## src/rtl/fetch_stage.sv

```systemverilog
// fetch_stage: instruction-fetch stage and IF/ID pipeline register of the RV32I core.
//
// Owns the PC and keeps at most one instruction-memory request outstanding over a
// req/rvalid handshake. It presents the fetched instruction, its PC and PC+4 to decode.
// It honours the hazard unit's fetch/decode stall and decode flush, and redirects to the
// target resolved in execute.
//
// Ports:
//   iclk, irst          clock, asynchronous active-high reset
//   istall_fetch        hold PC and fetch state
//   istall_decod        hold IF/ID register
//   iflush_decod        load bubble into IF/ID
//   ipc_src_exect       taken branch/jump from execute
//   ipc_target_exect    redirect target (low 2 bits ignored)
//   oimem_req/addr      instruction request and word-aligned address
//   iimem_rvalid/rdata  response (may arrive in the request cycle)
//   oinstr_decod, opc_decod, opc_plus4_decod, ovalid_decod   IF/ID register
//   ofetch_wait         fetch is waiting on memory this cycle
module fetch_stage #(
  parameter logic [31:0] RESET_PC  = 32'h0000_0000,
  parameter logic [31:0] NOP_INSTR = 32'h0000_0013
) (
  input  logic        iclk,
  input  logic        irst,
  input  logic        istall_fetch,
  input  logic        istall_decod,
  input  logic        iflush_decod,
  input  logic        ipc_src_exect,
  input  logic [31:0] ipc_target_exect,
  output logic        oimem_req,
  output logic [31:0] oimem_addr,
  input  logic        iimem_rvalid,
  input  logic [31:0] iimem_rdata,
  output logic [31:0] oinstr_decod,
  output logic [31:0] opc_decod,
  output logic [31:0] opc_plus4_decod,
  output logic        ovalid_decod,
  output logic        ofetch_wait
);

  typedef enum logic [1:0] {StIdle, StReq, StHold, StDrop} state_e;

  state_e      state_q, state_d;
  logic [31:0] pc_q, pc_d;
  logic [31:0] req_addr_q, req_addr_d;
  logic [31:0] skid_instr_q, skid_instr_d;
  logic        skid_valid_q, skid_valid_d;
  logic [31:0] instr_q, instr_d;
  logic [31:0] pc_dec_q, pc_dec_d;
  logic [31:0] pc_plus4_dec_q, pc_plus4_dec_d;
  logic        valid_dec_q, valid_dec_d;

  logic        accept;
  logic        deliver;
  logic [31:0] deliver_instr;
  logic [31:0] pc_plus4;
  logic [31:0] target;

  assign accept   = ~istall_decod & ~iflush_decod & ~ipc_src_exect;
  assign pc_plus4 = pc_q + 32'd4;
  assign target   = ipc_target_exect & 32'hFFFF_FFFC;

  always_comb begin
    state_d       = state_q;
    pc_d          = pc_q;
    req_addr_d    = req_addr_q;
    skid_instr_d  = skid_instr_q;
    skid_valid_d  = skid_valid_q;
    deliver       = 1'b0;
    deliver_instr = skid_instr_q;

    unique case (state_q)
      StIdle: begin
        if (ipc_src_exect) begin
          pc_d = target;
        end
        req_addr_d = pc_d;
        state_d    = StReq;
      end

      // In StReq req_addr always equals pc, so a response belongs to pc.
      StReq: begin
        if (ipc_src_exect) begin
          pc_d = target;
          if (iimem_rvalid) begin
            req_addr_d = target;
          end else begin
            state_d = StDrop;
          end
        end else if (iimem_rvalid) begin
          if (accept && !istall_fetch) begin
            deliver       = 1'b1;
            deliver_instr = iimem_rdata;
            pc_d          = pc_plus4;
            req_addr_d    = pc_plus4;
          end else begin
            // Any reason decode cannot take it (stall or a bare flush): park it.
            skid_instr_d = iimem_rdata;
            skid_valid_d = 1'b1;
            state_d      = StHold;
          end
        end
      end

      StHold: begin
        if (ipc_src_exect) begin
          skid_valid_d = 1'b0;
          pc_d         = target;
          req_addr_d   = target;
          state_d      = StReq;
        end else if (accept && !istall_fetch && skid_valid_q) begin
          deliver       = 1'b1;
          deliver_instr = skid_instr_q;
          skid_valid_d  = 1'b0;
          pc_d          = pc_plus4;
          req_addr_d    = pc_plus4;
          state_d       = StReq;
        end
      end

      // A request is in flight for a stale address; let it finish and discard the data.
      StDrop: begin
        if (ipc_src_exect) begin
          pc_d = target;
        end
        if (iimem_rvalid) begin
          req_addr_d = pc_d;
          state_d    = StReq;
        end
      end

      default: begin
        state_d = StIdle;
      end
    endcase
  end

  always_comb begin
    instr_d        = instr_q;
    pc_dec_d       = pc_dec_q;
    pc_plus4_dec_d = pc_plus4_dec_q;
    valid_dec_d    = valid_dec_q;
    if (iflush_decod || ipc_src_exect || (!istall_decod && !deliver)) begin
      instr_d        = NOP_INSTR;
      pc_dec_d       = 32'h0;
      pc_plus4_dec_d = 32'h0;
      valid_dec_d    = 1'b0;
    end else if (!istall_decod) begin
      instr_d        = deliver_instr;
      pc_dec_d       = pc_q;
      pc_plus4_dec_d = pc_plus4;
      valid_dec_d    = 1'b1;
    end
  end

  always_ff @(posedge iclk or posedge irst) begin
    if (irst) begin
      state_q        <= StIdle;
      pc_q           <= RESET_PC;
      req_addr_q     <= RESET_PC;
      skid_instr_q   <= NOP_INSTR;
      skid_valid_q   <= 1'b0;
      instr_q        <= NOP_INSTR;
      pc_dec_q       <= 32'h0;
      pc_plus4_dec_q <= 32'h0;
      valid_dec_q    <= 1'b0;
    end else begin
      state_q        <= state_d;
      pc_q           <= pc_d;
      req_addr_q     <= req_addr_d;
      skid_instr_q   <= skid_instr_d;
      skid_valid_q   <= skid_valid_d;
      instr_q        <= instr_d;
      pc_dec_q       <= pc_dec_d;
      pc_plus4_dec_q <= pc_plus4_dec_d;
      valid_dec_q    <= valid_dec_d;
    end
  end

  assign oimem_req       = (state_q == StReq) | (state_q == StDrop);
  assign oimem_addr      = req_addr_q;
  assign oinstr_decod    = instr_q;
  assign opc_decod       = pc_dec_q;
  assign opc_plus4_decod = pc_plus4_dec_q;
  assign ovalid_decod    = valid_dec_q;
  assign ofetch_wait     = ((state_q == StReq) & ~iimem_rvalid) | (state_q == StDrop);

endmodule

```

## config.mk

```make
export PLATFORM = sky130hd
export DESIGN_NAME = fetch_stage
export DESIGN_NICKNAME = d
export VERILOG_FILES = /design/src/rtl/fetch_stage.sv
export SDC_FILE = /design/constraint.sdc
export NUM_CORES = 1
export LEC_CHECK = 0
export ABC_AREA = 1
export BUFFER_PORTS_ARGS = -buffer_cell sky130_fd_sc_hd__buf_2
export CAP_MARGIN = 20
export CORE_ASPECT_RATIO = 1.1
export CORE_MARGIN = 5
export CORE_UTILIZATION = 59
export CTS_CLUSTER_DIAMETER = 200
export DETAILED_ROUTE_END_ITERATION = 10
export PLACE_DENSITY = 0.93
export SLEW_MARGIN = 40
export SYNTH_ARGS = -nofsm -noshare
export SYNTH_HDL_FRONTEND = slang
export SYNTH_SLANG_ARGS = --single-unit
```

## constraint.sdc

```tcl
create_clock -name iclk -period 11.6 [get_ports iclk]
set_clock_uncertainty 0.1 [all_clocks]
set_input_delay 2.32 -clock iclk [delete_from_list [all_inputs] [get_ports iclk]]
set_output_delay 2.32 -clock iclk [all_outputs]
set_load 0.1 [all_outputs]
```

# After elaboration in Yosys (flattened, before gate mapping)

Cells that the tools add are included.

Register bits after elaboration: 196
Bits of input ports: 71
Output and inout port bits: 131

Add/subtract/negate cells: 1
Equal/unequal tests: 13
Multiplexer cells: 43
Bitwise logic cells: 10
Reduce and logical (&&, ||, !) cells: 16

Operators by type and width:

| kind                                                 | number |
|---|---|
| 2-to-1 mux 32 bit                                    | 19 |
| one-hot mux 32 bit (4 select lines)                  | 1 |
| one-hot mux 32 bit (3 select lines)                  | 1 |
| adder 32 x 3 -> 32 bit (second input constant)       | 1 |
| != test 3 bit (second input constant)                | 5 |
| 2-to-1 mux 2 bit                                     | 7 |
| 2-to-1 mux 1 bit                                     | 12 |
| AND reduction 5 bit                                  | 2 |
| != test 2 bit (second input constant)                | 4 |
| one-hot mux 2 bit (4 select lines)                   | 1 |
| AND reduction 4 bit                                  | 2 |
| inverter 1 bit                                       | 5 |
| equality test 2 bit (second input constant)          | 2 |
| one-hot mux 1 bit (2 select lines)                   | 2 |
| bitwise AND 1 bit                                    | 3 |
| logical AND 1 bit                                    | 3 |
| zero test 1 bit                                      | 3 |
| AND reduction 3 bit                                  | 1 |
| equality test 2 x 1 -> 1 bit (second input constant) | 1 |
| zero test 2 bit                                      | 1 |
| logical OR 1 bit                                     | 2 |
| != test 2 x 1 -> 1 bit (second input constant)       | 1 |
| OR 1 bit                                             | 2 |
| nonzero test 2 bit                                   | 1 |
| OR reduction 2 bit                                   | 1 |

# Depth between registers and ports, before layout

Gate-level depths: netlist of run 1.

Word-level depth: 12
Depth in mapped cells: 12

# Worst setup path after synthesis of run 1

No wires, ideal clock.

Path kind: in2out
From: input port iimem_rvalid
To: output port ofetch_wait
Arrival: 3.082 ns
Required time: 9.180 ns
Path slack: 6.098 ns
Stages: 3
Cell sequence: inv_1 > nand2_1 > nand2_1

Longest elaborated chain between the ends: 3

RTL lines:

| element           | RTL line | RTL |
|---|---|---|
| from (decl)       | 32       | `input logic iimem_rvalid,` |
| inverter 1 bit    | 186      | `assign ofetch_wait = ((state_q == StReq) & ~iimem_rvalid) \| (state_q == StDrop);` |
| bitwise AND 1 bit | 186      |  |
| OR 1 bit          | 186      |  |
| to (decl)         | 38       | `output logic ofetch_wait` |

Every way passes these cells.

# Worst setup path after layout of run 1

Same ends and word-level chain as after synthesis.

==> impl_metrics.yaml, run 1 <==
outcome:
  status: "finished clean"
placed_design:
  portBuffers: 199
  place_inst: 1455
  place_ws_ns: 6.09
  gp_congestion: 1.02
  dpl_cell_area_um2: 10100
  dp_hpwl_mm: 18.1
synth:
  netlist.area_leader.share_pct: 51.7
  synth_common_cells: "nand2_1 (410), dfrtp_1 (188), inv_1 (84)"
  ys_seq_area_share_pct: 53.4
  yosysWarnings: 0
  synth_edf_count: 0
  yosys.area.top_type: "dfrtp_1"
  ys_async_sr_fraction_pct: 100
  synth.most_common_cell: "nand2_1"
  ys_types: 29
  ys_ff_latch: 194
  syn_area_per_cell_um2: 8.21
  yosys-top-cells-area: "dfrtp_1 (52%), nand2_1 (17%), o21ai_0 (4.4%)"
  syn-num-nets: 1183
  syn_area_um2: 9100
  synth_cells: 1108
  synth_ff_type: "dfrtp_1"
setup_path:
  crit_fanout: 5
  endpoint_kind: "output pin"
  cp-start-kind: "input pin"
  worstRegToRegCells: 9
  worstPathCellList: "buf_2 -> inv_1 -> nand2_1 -> nand2_1 -> buf_2"
  path_class: "in -> out"
  path_delay_family: "buffers and inverters"
  critical-path-slowest-cell: "buf_2"
  crit_buf_inv: 3
  worst_path_largest_cell_delay_ns: 0.43
  arrival_ns: 3.12
  r2r_slack_ns: 8.37
  worstSetupPathDepth: 5
  cp.required_ns: 9.18
floorplan:
  fp.dieH_um: 140
  start_util_pct: 60.2
  coreArea_um2: 15100
  fp.dieW_um: 128
  fp-row-count: 47
  io_pins: 202
  dieArea_um2: 18000
final_layout:
  stdcell_count: 1489
  fillers: 1057
  final_area_um2: 10800
  syn2layout_area_growth_pct: 18.2
  drive_gt1_share_pct: 22.3
  nNetsFinal: 1353
grt:
  grt.overflow.total: 0
  grt_max_degree: 132
  grt_usage_pct: 30.0
  first_global_vias: 8430
  antenna_found_initial: 2
  grt_pass1_wl_mm: 42.7
clock_network:
  root_buffer: "clkbuf_16"
  postCtsHoldBufs: 0
  cts-htree-levels: 4
  cts_inserted_buffers: 17
  clk_path_buf_depth: 2
  cts_setup_buffers: 0
  cts_tree: "done"
  clock_latency_ns: 0.45
  clk_pin_slew_ns: 0.07
  cts_sinks: 194
  ctsResizeCount: 0
timing:
  drv_slew: 0
  relSlewSlack_pct: 45.7
  rsz0062_at_grt: "false"
  fmax_ghz: 0.181
  tns_ns: 0
  fin_crit_sh_pct: 47.8
  setup_viol: 0
  fin_crit_ns: 5.54
  setup_ws_ns: 6.06
  hold_viol_final: 0
  worst_pin_slew_ns: 0.810
drt:
  drtPass1Iterations: 6
  via_per_inst: 5.77
  drc: 0
  drtIter0Drc: 1219
  drt_wl_total_mm: 26.6
  vias: 8588
  routedWlPerCell_um: 17.9
  ant_nets: 0
power_and_ir_drop:
  p_leak_nw: 5.66
  total_power_mw: 2.95
  power_density_nw_per_um2: 274
  peakVddDrop_uv: 196
hold_path:
  hp-class: "reg -> reg"
  min_path_cells: 2
run:
  cap_violations: 0
-- per-stage QoR --
| stage | util [%] | hold slack [ns] |
|---|---|---|
| 2_1_floorplan | - | 0.354 |
| 5_1_grt | 71.1 | 0.401 |
| 3_3_place_gp | 66.9 | 0.359 |
| 6_report | 71.1 | 0.376 |
| 4_1_cts | 71.0 | 0.383 |
| 3_5_place_dp | 67.0 | 0.361 |
-- layout by cell type (no fill, tap or decap), types with 4 or more instances in the layout --
| cell | Yosys | routed |
|---|---|---|
| mux2_2 | 31 | 31 |
| clkbuf_16 | 0 | 17 |
| inv_1 | 84 | 79 |
| o21ai_0 | 80 | 80 |
| ha_1 | 4 | 4 |
| nor2_4 | 2 | 4 |
| inv_8 | 0 | 5 |
| xor2_1 | 10 | 10 |
| o21bai_1 | 5 | 5 |
| inv_2 | 1 | 4 |
| buf_2 | 17 | 199 |
| o22ai_1 | 19 | 19 |
| dfrtp_1 | 188 | 188 |
| inv_6 | 0 | 4 |
| nor2_1 | 83 | 82 |
| a31oi_1 | 4 | 4 |
| o21ai_1 | 55 | 55 |
| nand4_1 | 7 | 7 |
| dfstp_2 | 6 | 6 |
| nand2_1 | 410 | 409 |
| buf_4 | 8 | 4 |
| nand3_1 | 55 | 55 |
-- power breakdown --
| group | total [mW] | switching (mW) | internal [mW] |
|---|---|---|---|
| clock | 0.611 | 0.283 | 0.328 |
| combinational | 1.32 | 1.03 | 0.292 |
| sequential | 1.02 | 0.157 | 0.859 |
| total | 2.95 | 1.47 | 1.48 |
-- final timing paths --
kind                                                 from                             end
worst min-delay path            opc_decod[21]$_DFFE_PP0P_       opc_decod[21]$_DFFE_PP0P_
worst max-delay path                         iimem_rvalid                     ofetch_wait
worst min register to register  opc_decod[21]$_DFFE_PP0P_       opc_decod[21]$_DFFE_PP0P_
max in group asynchronous                            irst     skid_instr_q[9]$_DFFE_PP0P_
min in group asynchronous                            irst     oinstr_decod[3]$_DFFE_PP0P_
worst max register to register     state_q[1]$_DFFE_PP0P_  opc_plus4_decod[4]$_DFFE_PP0P_
-- worst register-to-register path: stages, from the launching register on --
cell and delay (ns):
dfrtp_1 0.42, inv_1 0.08, ha_1 0.23, inv_1 0.15, nor2_4 0.14, nand2_2 0.42, a21oi_4 0.29, buf_4 0.51
inv_2 0.46, o21ai_0 0.34
-- kinds of logic (layout without fill, tap and decap cells) --
| kind of cell | Yosys count | after routing | share of synthesized area [%] |
|---|---|---|---|
| DFF | 194 | 194 | 53.4 |
| muxes | 31 | 31 | 3.84 |
| adders and majority gates | 4 | 4 | 0.550 |
| AOI/OAI and AO/OA | 166 | 166 | 9.71 |
| and+or+nand+nor | 565 | 565 | 24.8 |
| other | 0 | 2 | 0 |
| xor gates and xnor gates | 10 | 10 | 0.963 |
| buffers and inverters | 138 | 321 | 6.67 |
-- registers in the layout, indices dropped and copies added (netlist names) --
register and cells:
pc_q 32, oinstr_decod 32, skid_instr_q 32, skid_valid_q 1, state_q 2, opc_plus4_decod 30
opc_decod 32, ovalid_decod 1, oimem_addr 32
-- layer usage --
metal  vias to the layer above  share of wire (%)  track usage (%)  routed length, um
met2                       559                 46             44.9              12100
li1                       3885                  -                -                  -
met4                         0                4.8             15.8               1290
met1                      4045                 38             39.8              10100
met5                         -                  0                0                  0
met3                        99                 12             8.61               3080
-- layout make-up --
type,count,area [um2],area share (%)
Multi-Input combinational cell,776,3660,34.0
Sequential cell,194,4860,45.2
Timing Repair Buffer,204,1040,9.65
Inverter,85,332,3.08
Antenna cell,2,5.00,0.0466
Clock inverter,15,184,1.71
Tap cell,196,245,2.28
Clock buffer,17,425,3.96
(Power assumes the default switching activity.)
==> run 2, diff against run 1 <==
--- a/config.mk
+++ b/config.mk
@@ -10,10 +10,10 @@
 export CAP_MARGIN = 20
 export CORE_ASPECT_RATIO = 1.1
 export CORE_MARGIN = 5
-export CORE_UTILIZATION = 59
+export CORE_UTILIZATION = 55
 export CTS_CLUSTER_DIAMETER = 200
 export DETAILED_ROUTE_END_ITERATION = 10
-export PLACE_DENSITY = 0.93
+export PLACE_DENSITY = 0.88
 export SLEW_MARGIN = 40
 export SYNTH_ARGS = -nofsm -noshare
 export SYNTH_HDL_FRONTEND = slang
==> constraint.sdc (replaced) <==
create_clock -name iclk -period 5.2 [get_ports iclk]
set_clock_uncertainty 0.1 [all_clocks]
set_input_delay 1.04 -clock iclk [delete_from_list [all_inputs] [get_ports iclk]]
set_output_delay 1.04 -clock iclk [all_outputs]
set_load 0.1 [all_outputs]
==> run 2 against run 1 <==
Combinational power is 120% higher. Cell count is 1.0% higher. Routed wire length is 4.2% lower. Design area is 1.1% higher. Core utilization is 4.5 points lower. Sequential power is 120% higher. Critical path depth is 4 higher. Critical path type is now in -> reg.
==> impl_metrics.yaml, run 2 (synthesis results as in run 1) <==
outcome:
  status: "finished clean"
placed_design:
  place_ws_ns: 1.68
  portBuffers: 199
  gp_congestion: 1.01
  dp_hpwl_mm: 18.0
setup_path:
  cp.required_ns: 5.47
  endpoint_kind: "flip-flop"
  path_class: "in -> reg"
  arrival_ns: 3.38
  crit_fanout: 55
  cp-start-kind: "input pin"
timing:
  setup_viol: 0
  tns_ns: 0
  setup_ws_ns: 2.09
  drv_slew: 0
  rsz0062_at_grt: "false"
  fin_crit_ns: 3.11
  fmax_ghz: 0.321
  worst_pin_slew_ns: 0.828
  relSlewSlack_pct: 44.7
  fin_crit_sh_pct: 59.8
  hold_viol_final: 0
final_layout:
  final_cell_mix: "nand2_1 (409), buf_2 (199), dfrtp_1 (188)"
  nNetsFinal: 1358
  syn2layout_area_growth_pct: 19.5
  fin_util_pct: 66.7
  layout_commonest_cell: "nand2_1"
  drive_gt1_share_pct: 22.6
grt:
  first_global_vias: 8048
  antenna_found_initial: 5
  grt_max_degree: 75
  grt_pass1_wl_mm: 40.9
  grt.overflow.total: 0
  grt_usage_pct: 26.8
floorplan:
  dieArea_um2: 19200
  io_pins: 202
  fp.dieH_um: 145
  start_util_pct: 55.8
  fp.dieW_um: 133
  coreArea_um2: 16300
  fp-row-count: 49
clock_network:
  cts_inserted_buffers: 17
  clk_pin_slew_ns: 0.07
  cts_tree: "done"
  cts_setup_buffers: 0
  root_buffer: "clkbuf_16"
  clk_path_buf_depth: 2
  postCtsHoldBufs: 0
  ctsResizeCount: 0
  cts-htree-levels: 4
  cts_sinks: 194
  clock_latency_ns: 0.45
drt:
  drtIter0Drc: 911
  drtPass1Iterations: 5
  via_per_inst: 5.50
  ant_nets: 0
  drt_wl_total_mm: 25.5
  drc: 0
  vias: 8267
  routedWlPerCell_um: 16.9
power_and_ir_drop:
  power_density_nw_per_um2: 601
  peakVddDrop_uv: 375
  p_leak_nw: 5.71
run:
  cap_violations: 0
hold_path:
  hp-class: "reg -> reg"
==> run 2: changes by cell type in the layout (fill, tap and decap cells not counted), moves of 2 or more <==
| cell | change |
|---|---|
| diode_2 | +2 |
| clkinv_8 | +2 |
| inv_6 | -4 |
| buf_16 | +2 |
| clkinv_2 | +2 |
| buf_12 | +2 |
==> run 2: critical path: stages <==
cell and delay, ns:
buf_2 0.25, nor2_4 0.18, nand3_4 0.12, nor2_4 0.12, nand2_2 0.44, a21oi_4 0.32
buf_4 0.51, o21ai_0 0.19, o21ai_0 0.18
==> run 2: stage by stage <==
step           instances  total power, mW  hold WS (ns)  instance area (um2)
2_1_floorplan       1108             4.50         0.354                 9100
3_3_place_gp        1465             5.03         0.359                10200
3_5_place_dp        1468             5.12         0.360                10200
4_1_cts             1500             6.51         0.379                10900
5_1_grt             1504             6.90         0.398                10900
6_report            1504             6.54         0.377                10900
==> run 2: where the power goes <==
part | internal (mW) | switching (mW) | total, mW | leakage, nW
logic | 0.659 | 2.24 | 2.90 | 2.90
clock network | 0.736 | 0.640 | 1.38 | 0.308
registers | 1.92 | 0.343 | 2.26 | 2.51
total | 3.31 | 3.22 | 6.54 | 5.71
==> run 2: final timing paths <==
check | from | to | slack [ns] | depth (start not counted)
min | opc_plus4_decod[29]$_DFFE_PP0P_ | opc_plus4_decod[29]$_DFFE_PP0P_ | 0.38 | 2
max reg2reg | state_q[1]$_DFFE_PP0P_ | oinstr_decod[27]$_DFFE_PP0P_ | 2.39 | 9
min in group asynchronous | irst | oinstr_decod[2]$_DFFE_PP0P_ | 0.56 | 3
max | ipc_src_exect | oinstr_decod[27]$_DFFE_PP0P_ | 2.09 | 9
min reg2reg | opc_plus4_decod[29]$_DFFE_PP0P_ | opc_plus4_decod[29]$_DFFE_PP0P_ | 0.38 | 2
max in group asynchronous | irst | skid_instr_q[0]$_DFFE_PP1P_ | 3.78 | 4
==> run 2: cell type report <==
class,count,area [um2]
fill,1283,5440
sequential,194,4860
multi-input combinational,776,3650
timing repair buffer,209,1140
clock buffer,17,425
inverter,85,323
tap,204,255
clock inverter,15,196
antenna,4,10.0
==> run 2: per-layer routing <==
metal	track usage (%)	share of wire [%]	wire [um]	vias to the layer above
li1	-	-	-	3904
met1	33.9	40	10200	3897
met2	42.6	47	11900	390
met3	8.33	9.5	2410	74
met4	12.8	4.0	1010	2
met5	0	0.027	7	-
==> run 3, diff against run 2 <==
==> constraint.sdc (replaced) <==
create_clock -name iclk -period 3.1 [get_ports iclk]
set_clock_uncertainty 0.1 [all_clocks]
set_input_delay 0.62 -clock iclk [delete_from_list [all_inputs] [get_ports iclk]]
set_output_delay 0.62 -clock iclk [all_outputs]
set_load 0.1 [all_outputs]
==> run 3 against run 2 <==
Global-route usage up 0.77 points. Count of clock-buffer cells in the layout up 1. Sequential share of layout area down 0.051 points. Design area up 0.11%. Setup slack worse by 1.5 ns. Highest routed layer is now met4. Die area unchanged. Critical path depth down 4. Register-to-register slack worse by 1.7 ns. Largest cell class unchanged.
==> impl_metrics.yaml, run 3 (synthesis results as in run 1) <==
power_and_ir_drop:
  switchingPower_mw: 5.43
  pwr-share-seq_pct: 34.5
  clockPowerShare_pct: 20.5
  p_comb_share_pct: 44.9
  peakVddDrop_uv: 688
  power_density_nw_per_um2: 1010
  p_int_mw: 5.57
  total_power_mw: 11.0
  swShare_pct: 49.4
  p_leak_nw: 5.73
floorplan:
  dieArea_um2: 19200
  io_pins: 202
  fp.dieW_um: 133
  fp-row-count: 49
  coreArea_um2: 16300
  start_util_pct: 55.8
  fp.dieH_um: 145
clock_network:
  clk_path_buf_depth: 2
  cts_inserted_buffers: 17
  cts_tree: "done"
  cts-htree-levels: 4
  cts_setup_buffers: 0
  clk_pin_slew_ns: 0.07
  ctsResizeCount: 0
  clock_latency_ns: 0.43
  root_buffer: "clkbuf_16"
  postCtsHoldBufs: 0
  cts_sinks: 194
placed_design:
  portBuffers: 199
  dp_hpwl_mm: 18.8
  dpl_cell_area_um2: 10300
  place_ws_ns: 0.505
  gp_congestion: 0.993
setup_path:
  worstRegToRegCells: 10
  cp-start-kind: "flip-flop"
  worstPathCellList: "inv_1 -> ha_1 -> inv_1 -> nand2_1 -> buf_2"
  worst_path_largest_cell_delay_ns: 0.44
  critical-path-slowest-cell: "buf_2"
  endpoint_kind: "output pin"
  arrival_ns: 1.82
  cp.required_ns: 2.38
  path_class: "reg -> out"
  crit_fanout: 5
  crit_path_frequent_cell: "inv_1"
final_layout:
  fillers: 1299
  layout_commonest_cell: "nand2_1"
  nNetsFinal: 1368
  final_cell_mix: "nand2_1 (410), buf_2 (199), dfrtp_1 (188)"
  syn2layout_area_growth_pct: 19.6
  final_area_um2: 10900
  drive_gt1_share_pct: 23.0
drt:
  drtIter0Drc: 764
  routedWlPerCell_um: 17.4
  ant_nets: 0
  via_per_inst: 5.50
  drt_wl_total_mm: 26.3
  drtPass1Iterations: 5
  vias: 8318
  drc: 0
run:
  cap_violations: 0
grt:
  grt.overflow.total: 0
  grt_max_degree: 99
  first_global_vias: 8122
  grt_pass1_wl_mm: 41.7
  grt_usage_pct: 27.6
  antenna_found_initial: 3
timing:
  relSlewSlack_pct: 63.0
  setup_viol: 0
  tns_ns: 0
  worst_pin_slew_ns: 0.555
  hold_viol_final: 0
  fmax_ghz: 0.394
  rsz0062_at_grt: "false"
  drv_slew: 0
  setup_ws_ns: 0.561
  fin_crit_sh_pct: 81.9
  fin_crit_ns: 2.54
outcome:
  status: "finished clean"
hold_path:
  hp-class: "in -> async"
==> run 3: cell types whose count changed in the layout (fill, tap and decap cells not counted), moves of 2 or more <==
cell / previous run / this run
buf_4: 5 / 17
clkinv_4: 3 / 1
inv_2: 4 / 2
inv_8: 6 / 1
inv_1: 80 / 82
buf_16: 2 / 0
clkinvlp_4: 1 / 4
inv_6: 0 / 5
==> run 3: final timing paths <==
kind	start	end	slack (ns)
setup reg to reg	state_q[1]$_DFFE_PP0P_	pc_q[9]$_DFFE_PP0P_	0.67
setup / recovery	state_q[1]$_DFFE_PP0P_	oimem_req	0.56
max in group asynchronous	irst	pc_q[14]$_DFFE_PP0P_	2.24
min in group iclk	iimem_rdata[19]	skid_instr_q[19]$_DFFE_PP0P_	0.33
hold / removal	irst	oimem_addr[7]$_DFFE_PP0P_	0.26
hold reg to reg	opc_plus4_decod[7]$_DFFE_PP0P_	opc_plus4_decod[7]$_DFFE_PP0P_	0.37
==> run 3: metrics by stage <==
stage	util [%]	hold WS, ns	instances
detailed placement	63.0	0.360	1478
global route	66.7	0.306	1513
global placement	63.0	0.359	1478
finish	66.7	0.262	1513
CTS	66.7	0.288	1510
floorplan	-	0.354	1108
==> run 3: cell type report <==
class / count / area (um2) / share of cell area, %
clock buffers: 18 / 439 / 4.04
multi-input cells: 776 / 3640 / 33.5
inverters: 85 / 323 / 2.97
diodes: 3 / 7.51 / 0.0690
clock inverters: 14 / 168 / 1.54
flip-flops and latches: 194 / 4860 / 44.7
well taps: 204 / 255 / 2.35
repair buffers: 219 / 1180 / 10.9
==> run 3: worst max-delay path, delay by kind of cell, from the launching register on <==
| kind | cells | cell delay (ns) |
|---|---|---|
| simple gates | 1 | 0.08 |
| flops | 1 | 0.42 |
| fa+ha+maj | 1 | 0.22 |
| buf+inv | 3 | 0.66 |
==> run 3: power groups by stage <==
stage	Combinational, mW	Sequential, mW	Clock [mW]
floorplan	2.28	5.26	0
global placement	4.74	3.77	0
detailed placement	4.85	3.81	0
CTS	4.92	3.77	2.28
global route	5.34	3.88	2.38
finish	4.95	3.80	2.26
==> run 3: routing by layer <==
layer  global-route usage [%]  vias to the layer above  part of all wire, %
met2                     44.6                      430                   47
li1                         -                     3925                    -
met4                     12.7                        0                  4.0
met3                     7.47                       64                  9.3
met5                        0                        -                    0
met1                     35.2                     3899                   40
